File: config.mk
export PLATFORM = sky130hd
export DESIGN_NAME = serial_adder_ctrl
export DESIGN_NICKNAME = d
export VERILOG_FILES = /design/src/rtl/serial_adder_ctrl_pkg.sv /design/src/rtl/serial_adder_ctrl_settle.sv /design/src/rtl/serial_adder_ctrl.sv
export SDC_FILE = /design/constraint.sdc
export NUM_CORES = 1
export LEC_CHECK = 0
export ABC_AREA = 1
export CAP_MARGIN = 10
export CORE_MARGIN = 1.5
export CORE_UTILIZATION = 45
export DETAILED_ROUTE_END_ITERATION = 10
export DONT_BUFFER_PORTS = 1
export PLACE_DENSITY_LB_ADDON = 0.25
export SYNTH_ARGS = -nofsm -noshare
export SYNTH_HDL_FRONTEND = slang
export SYNTH_SLANG_ARGS = --single-unit
File: constraint.sdc
create_clock -name clk -period 1.7 [get_ports clk]
set_input_delay 0.17 -clock clk [delete_from_list [all_inputs] [get_ports clk]]
set_output_delay 0.17 -clock clk [all_outputs]
set_load 0.005 [all_outputs]
File: src/rtl/serial_adder_ctrl_pkg.sv
`timescale 1ns/1ns
// serial_add_pkg
// Shared definitions for the bit-serial adder controller: the controller
// state encoding, the smallest legal settle time and the helper that sizes
// the bit-index register.
package serial_add_pkg;

  typedef enum logic [1:0] {
    IDLE    = 2'd0,
    SETTLE  = 2'd1,
    CAPTURE = 2'd2,
    DONE    = 2'd3
  } state_t;

  localparam int MIN_SETTLE = 1;

  // Bits needed to count 0..width-1. Kept at least 1 so the index register
  // never collapses to zero width.
  function automatic int idx_width(input int width);
    return (width > 1) ? $clog2(width) : 1;
  endfunction

endpackage

File: src/rtl/serial_adder_ctrl_settle.sv
`timescale 1ns/1ns
// settle_timer
// Counts the cycles during which the full-adder cell inputs are held stable.
// expired is high while the count sits on its last value, so the controller
// can leave its wait state on that same edge.
//
// Ports:
//   clk     : rising-edge clock
//   rst     : asynchronous active-high reset
//   clear   : return the count to 0 (operand load or bit capture)
//   enable  : advance the count by one
//   expired : count has reached SETTLE-1
module settle_timer #(
  parameter int SETTLE = 2
) (
  input  logic clk,
  input  logic rst,
  input  logic clear,
  input  logic enable,
  output logic expired
);
  import serial_add_pkg::*;

  // A settle time below the minimum is clamped rather than producing a
  // degenerate counter.
  localparam int TERM = (SETTLE < MIN_SETTLE) ? MIN_SETTLE : SETTLE;
  localparam int CW   = (TERM > 1) ? $clog2(TERM) : 1;

  logic [CW-1:0] cnt;

  // Settle counter: clear has priority so a capture restarts the wait for
  // the next bit even if enable is also asserted.
  always_ff @(posedge clk or posedge rst) begin
    if (rst) begin
      cnt <= '0;
    end else if (clear) begin
      cnt <= '0;
    end else if (enable) begin
      cnt <= cnt + CW'(1);
    end
  end

  // Expiry decode; with TERM of 1 this is permanently true, giving a single
  // wait cycle per bit.
  always_comb begin
    expired = (cnt == CW'(TERM - 1));
  end

endmodule

File: src/rtl/serial_adder_ctrl.sv
`timescale 1ns/1ns
// serial_adder_ctrl
// Sequences an external 1-bit full-adder cell through a WIDTH-bit bit-serial
// addition. Operands are latched on an accepted start; each bit pair plus the
// stored carry is presented to the cell, held for SETTLE cycles so the cell's
// propagation delay can elapse, then sampled in a single CAPTURE cycle.
// After the last bit, done pulses for one cycle with sum/cout updated.
//
// Ports:
//   clk, rst        : clock, asynchronous active-high reset
//   start           : request, only honoured in IDLE
//   a, b, cin       : operands and carry-in, latched on accepted start
//   busy            : high from the cycle after start through the DONE cycle
//   done            : one-cycle completion pulse
//   sum, cout       : result, held until the next completion
//   fa_a/fa_b/fa_c  : registered drive to the cell inputs
//   fa_s/fa_co      : cell sum and carry outputs, sampled only in CAPTURE
//
// The SETTLE parameter hides the SETTLE state label imported from the
// package, so that state is always written with its package scope here.
module serial_adder_ctrl #(
  parameter int WIDTH  = 8,
  parameter int SETTLE = 2
) (
  input  logic             clk,
  input  logic             rst,
  input  logic             start,
  input  logic [WIDTH-1:0] a,
  input  logic [WIDTH-1:0] b,
  input  logic             cin,
  output logic             busy,
  output logic             done,
  output logic [WIDTH-1:0] sum,
  output logic             cout,
  output logic             fa_a,
  output logic             fa_b,
  output logic             fa_c,
  input  logic             fa_s,
  input  logic             fa_co
);
  import serial_add_pkg::*;

  localparam int IW = idx_width(WIDTH);

  state_t           state;
  state_t           state_nxt;
  logic [WIDTH-1:0] a_sh;
  logic [WIDTH-1:0] b_sh;
  logic [WIDTH-1:0] acc;
  logic             carry_r;
  logic [IW-1:0]    idx;
  logic             last_bit;
  logic             active;
  logic             tmr_clear;
  logic             tmr_en;
  logic             expired;

  settle_timer #(
    .SETTLE (SETTLE)
  ) u_timer (
    .clk     (clk),
    .rst     (rst),
    .clear   (tmr_clear),
    .enable  (tmr_en),
    .expired (expired)
  );

  // State register.
  always_ff @(posedge clk or posedge rst) begin
    if (rst) begin
      state <= IDLE;
    end else begin
      state <= state_nxt;
    end
  end

  // Next-state and output decode. Cell inputs are only driven while a bit
  // is in flight; in IDLE and DONE they are gated to 0 so the stale final
  // carry never reaches the cell between operations.
  always_comb begin
    state_nxt = state;
    last_bit  = (idx == IW'(WIDTH - 1));
    active    = (state == serial_add_pkg::SETTLE) || (state == CAPTURE);
    tmr_clear = (state == IDLE) || (state == CAPTURE);
    tmr_en    = (state == serial_add_pkg::SETTLE);
    busy      = (state != IDLE);
    done      = (state == DONE);
    fa_a      = active & a_sh[0];
    fa_b      = active & b_sh[0];
    fa_c      = active & carry_r;
    case (state)
      IDLE: begin
        if (start) begin
          state_nxt = serial_add_pkg::SETTLE;
        end
      end
      serial_add_pkg::SETTLE: begin
        if (expired) begin
          state_nxt = CAPTURE;
        end
      end
      CAPTURE: begin
        state_nxt = last_bit ? DONE : serial_add_pkg::SETTLE;
      end
      DONE: begin
        state_nxt = IDLE;
      end
      default: begin
        state_nxt = IDLE;
      end
    endcase
  end

  // Datapath. The accumulator fills from the top so that after WIDTH
  // captures bit 0 sits in the LSB. sum/cout are loaded straight from the
  // capture value on the last bit, so they change only on entry to DONE.
  always_ff @(posedge clk or posedge rst) begin
    if (rst) begin
      a_sh    <= '0;
      b_sh    <= '0;
      acc     <= '0;
      carry_r <= 1'b0;
      idx     <= '0;
      sum     <= '0;
      cout    <= 1'b0;
    end else begin
      case (state)
        IDLE: begin
          if (start) begin
            a_sh    <= a;
            b_sh    <= b;
            carry_r <= cin;
            idx     <= '0;
            acc     <= '0;
          end
        end
        CAPTURE: begin
          acc     <= {fa_s, acc[WIDTH-1:1]};
          carry_r <= fa_co;
          a_sh    <= a_sh >> 1;
          b_sh    <= b_sh >> 1;
          if (last_bit) begin
            sum  <= {fa_s, acc[WIDTH-1:1]};
            cout <= fa_co;
          end else begin
            idx <= idx + IW'(1);
          end
        end
        default: begin
        end
      endcase
    end
  end

endmodule

Word-level counts from Yosys, hierarchy flattened
Cells that the tools add are included.
{"block": "totals", "regBits": 40, "input_bits": 22, "output_inout_bits": 14, "word_cells": 48}
{"block": "op_classes", "addsub": 2, "n_eq_ne": 7, "mux": 17, "n_bitwise": 3, "reduce_logical": 10}
{"cell": "case mux 8 bit (2 select lines)", "n": 3}
{"cell": "two-way mux 8 bit", "n": 3}
{"cell": "case mux 2 bit (4 select lines)", "n": 1}
{"cell": "two-way mux 2 bit", "n": 3}
{"cell": "two-way mux 3 bit", "n": 2}
{"cell": "case mux 3 bit (2 select lines)", "n": 1}
{"cell": "AND reduction 2 bit", "n": 3}
{"cell": "nonzero test 2 bit", "n": 3}
{"cell": "== test 2 bit, second input constant", "n": 2}
{"cell": "inequality test 2 bit, second input constant", "n": 2}
{"cell": "adder 3 x 1 -> 3 bit, second input constant", "n": 1}
{"cell": "AND 1 bit", "n": 3}
{"cell": "== test 3 bit, second input constant", "n": 1}
{"cell": "two-way mux 1 bit", "n": 3}
{"cell": "AND reduction 3 bit", "n": 1}
{"cell": "== test 2 x 1 -> 1 bit, second input constant", "n": 1}
{"cell": "logical NOT 2 bit", "n": 1}
{"cell": "logical OR 1 bit", "n": 2}
{"cell": "inequality test 2 x 1 -> 1 bit, second input constant", "n": 1}
{"cell": "case mux 1 bit (2 select lines)", "n": 1}
{"cell": "adder 1 bit, second input constant", "n": 1}

Depth between registers and ports, before layout
{"block": "depth", "depth_word": 3, "depth_mapped": 9, "mapped_depth_nobuf": 7}

Hierarchy
Synthesis repeated with hierarchy kept, for this count alone.
{"block": "hier_totals", "hier_cells": 256, "area_unflattened_um2": 2005.7}
{"mod": "serial_adder_ctrl", "instances": 1, "cells_each": 249, "area_per_inst_um2": 1958.1, "seq_area_each_um2": 950.9}
{"mod": "settle_timer", "instances": 1, "cells_each": 7, "area_per_inst_um2": 47.5, "seq_area_each_um2": 25.0}

Least setup slack after synthesis
No wires, ideal clock.
{"block": "synth_path", "kind": "register -> register", "start": "reg state[0]", "end": "reg carry_r", "setup_time_ns": 0.116, "t_arrival_ns": 1.262, "t_required_ns": 1.584, "slack_ns": 0.322, "stages_incl_launch_ff": 10, "path_buffers": 2, "period_less_slack_ns": 1.378, "cell_sequence": "dfrtp_1 > inv_1 > ha_1 > buf_6 > inv_4 > buf_6 > nand2_1 > o21ai_2 > nand2_1 > nand2_1"}
{"block": "synth_via", "elab_chain_len": 3, "word_cells_on_any_way": 6, "classes_between": "2 x eq/ne; 1 x mux; 3 x reduce/logical"}
{"element": "start: declaration", "line": "serial_adder_ctrl.sv:45", "source": "state_t state;"}
{"element": "start signal: assignment", "line": "serial_adder_ctrl.sv:73", "source": "state <= state_nxt;"}
{"element": "== test 2 bit or logical NOT 2 bit (tied branches)", "line": "serial_adder_ctrl.sv:127", "source": "case (state)"}
{"element": "nonzero test 2 bit (no line) or inequality test 2 bit (tied branches)"}
{"element": "AND reduction 2 bit (no line)"}
{"element": "end signal: assignment", "line": "serial_adder_ctrl.sv:132", "source": "carry_r <= cin;"}
{"element": "end signal: assignment", "line": "serial_adder_ctrl.sv:139", "source": "carry_r <= fa_co;"}
{"element": "end: declaration", "line": "serial_adder_ctrl.sv:50", "source": "logic carry_r;"}
Parallel ways exist; a longest one is shown, timed or not.
A chain may end at the register's enable or synchronous reset.

Final worst setup path
{"block": "layout_path", "start": "reg state[1]", "end": "out fa_a"}
{"block": "layout_via", "elab_chain_len": 3, "word_cells_on_any_way": 4, "classes_between": "2 x eq/ne; 1 x bitwise; 1 x reduce/logical"}
{"element": "== test 2 x 1 -> 1 bit or == test 2 bit (tied branches)", "line": "serial_adder_ctrl.sv:83", "source": "active = (state == serial_add_pkg::SETTLE) || (state == CAPTURE);"}
{"element": "logical OR 1 bit (*)", "line": "serial_adder_ctrl.sv:83"}
{"element": "AND 1 bit (*)", "line": "serial_adder_ctrl.sv:88", "source": "fa_a = active & a_sh[0];"}
{"element": "end: declaration", "line": "serial_adder_ctrl.sv:35", "source": "output logic fa_a,"}
Mark *: on every way between the ends. The rest lies on a longest branch, timed or not.

==> run metrics <==
htree depth 2; dominant cells by area after synthesis dfrtp_1 (49%), nand2_1 (23%), nand3_1 (12%), ha_1 (5.6%), buf_6 (2.2%); placed cell area 2020 um^2; # Max-Cap Violations 0; WP data arrival 1.40 ns; Finished Cell Area 2130 um^2; grt total ovfl 0; Most used DFF post-synth dfrtp_1; Antenna Cells 0; worst path required time 1.53 ns; Total Power 0.00324 W; PwrDens 1520 nW/um^2; mapped cell area 2010 um^2; final hold violation count 0; Int Pwr 0.00190 W; DR iter-0 viols 127; Clk network pwr share 18.7%; worst slew pin tran 0.507 ns; die height 69.8 um; critical path buffer and inverter count 2; P_sw 0.00134 W; outcome completed; Final TNS setup 0 ns; Vias 1,579; Area growth, synth to finish 5.91%; critical path's top delay family flip-flops; number of cell rows 24; most instantiated library cell after synthesis nand2_1; WL per Instance 12.8 um; Critical R2R Launch state[1]$_DFFE_PP0P_; largest fanout on the critical path 7; Slew Viols, Final 0; clock-pin slew of the registers on the worst-case setup and hold paths 0.08 ns; switching share of power 41.3%; drt via density 5.11; Final Cycle Share 92.5%; Slew headroom 66.2%; f_max 636 MHz; critical path class reg2out; Max Buffers Root-to-Sink 2; Crit. End Element output pin; Post-synth top cells nand2_1 (122), nand3_1 (47), dfrtp_1 (39); Mapped Cells 254; WL final 3970 um; clk root buf clkbuf_8; CTS tree built; Crit path top cell by count inv_1; Reg2Reg Setup Slack 0.15 ns; fillers 446; Worst Hold Class in2reg; total core area 4320 um^2; Final Skew 0.00763 ns; syn_area_per_cell 7.92 um^2; leak pwr 1.24 nW; Setup-failing EPs final 0; initial antenna violation count 0; top cell type's share of synthesized area 48.5%; cell chain of the critical path inv_1 > ha_1 > nand2_1 > inv_1; met2 usage 28.6%; # IOs 36; GPL Wtd Cong 0.728; Startpoint Class register; Seq pwr share 40.9%; TritonCTS buffer count 5; DRT antenna net count 0; IO buf count 0; Crit. Startpoint state[1]$_DFFE_PP0P_; met1 GRT Util 24.8%; count of different cell masters after synthesis 17; initial core utilization 46.5%; layout cell share with drive strength beyond 1 9.34%; TritonRoute pass-1 iters 4; largest net degree at the start of global routing 40; register area share after synthesis 48.5%; hold_sp a[7]; final design utilization 49.2%; vias in the first global route 1,553; GR met3 Demand/Resource 4.22%; first-pass GRT wire length 7090 um; global-route usage over all layers 18.5%; GR peak layer met2; Peak VDD IR 0.563 mV; synthesis-stage register bit count 39; Post-Syn Nets 285; part of the power in combinational logic 40.5%; RSZ-0062 raised after global routing yes; later-pin clock latency in the skew report 0.29 ns; clock tree sinks 39; die area 4880 um^2; HPWL Detailed 2620 um; Post-synth EDFFs 0; ys async rst share 100%; cell taking the most area after synthesis dfrtp_1; synth warn 0; crit path time final 1.57 ns; Slowest-stage cell, CP dfrtp_1; # nets final 287; die width 69.8 um; residual DRC count 0; crit-path max cell delay 0.46 ns
flip-flops by register name, indices dropped and copies added, names as in the netlist:
name / count
carry_r: 1
idx: 3
u_timer.expired: 1
acc: 7
state: 2
a_sh: 8
sum: 8
cout: 1
b_sh: 8
metal layers:
metal | share of wire (%) | vias to the layer above
li1 | - | 799
met1 | 47 | 727
met2 | 46 | 45
met3 | 5.3 | 8
met4 | 2.2 | 0
met5 | 0 | -
worst paths after layout:
check	to	cells after the start
min	a_sh[7]$_DFFE_PP0P_	2
max in group asynchronous	b_sh[3]$_DFFE_PP0P_	3
max reg2reg	b_sh[3]$_DFFE_PP0P_	7
min reg2reg	u_timer.expired$_DFFE_PP0P_	2
min in group asynchronous	sum[4]$_DFFE_PP0P_	3
max	fa_a	4
repair_timing:
item,CTS,global route
endpoints found under the setup margin,0,9
gates resized for setup,0,2
hold buffers,2,0
endpoints found under the hold margin,40,0
setup buffers,0,0
kinds of logic (layout without fill, tap and decap cells):
group / after synthesis / count (layout) / share of synthesized area (%)
adder cells (fa/ha/maj): 9 / 9 / 5.60
buffers and inverters: 27 / 30 / 7.72
flip-flops: 39 / 39 / 48.5
AO/OA/AOI/OAI: 4 / 4 / 1.18
AND/OR/NAND/NOR: 175 / 175 / 37.0
power groups by stage:
stage	clock network, W	logic, W	registers, W
2_1_floorplan	0	0.00114	0.00132
3_3_place_gp	0	0.00132	0.00134
6_report	0.000606	0.00131	0.00133
4_1_cts	0.000633	0.00134	0.00133
5_1_grt	0.000669	0.00152	0.00136
3_5_place_dp	0	0.00133	0.00134
final cells by class:
class	instances	area (um^2)	area share (%)
clock inverter	3	15.0	0.705
multi-input combinational	188	885	41.5
tap	52	65.1	3.06
sequential	39	976	45.8
inverter	14	55.1	2.59
clock buffer	5	68.8	3.23
timing repair buffer	8	65.1	3.06
metrics by stage:
step | setup slack [ns] | std cells | hold slack (ns)
floorplan | 0.322 | 254 | 0.303
global placement | 0.149 | 299 | 0.223
CTS | 0.102 | 309 | 0.00424
finish | 0.127 | 309 | 0.0116
detailed placement | 0.137 | 299 | 0.219
global route | -0.00652 | 309 | 0.0145
cells in the final DEF, fill, tap and decap left out:
cell type and instances:
clkinv_2 3, o21ai_1 2, nand3_1 47, o21ai_0 1
nand2_2 2, inv_4 1, dfrtp_1 39, ha_2 2
nand2_1 122, nand2_4 2, nor2_4 1, buf_4 6
inv_1 12, nor2_1 1, o21ai_2 1, clkbuf_8 5
inv_2 1, dlygate4sd3_1 2, ha_1 7
Power figures use the tool's default switching activity.
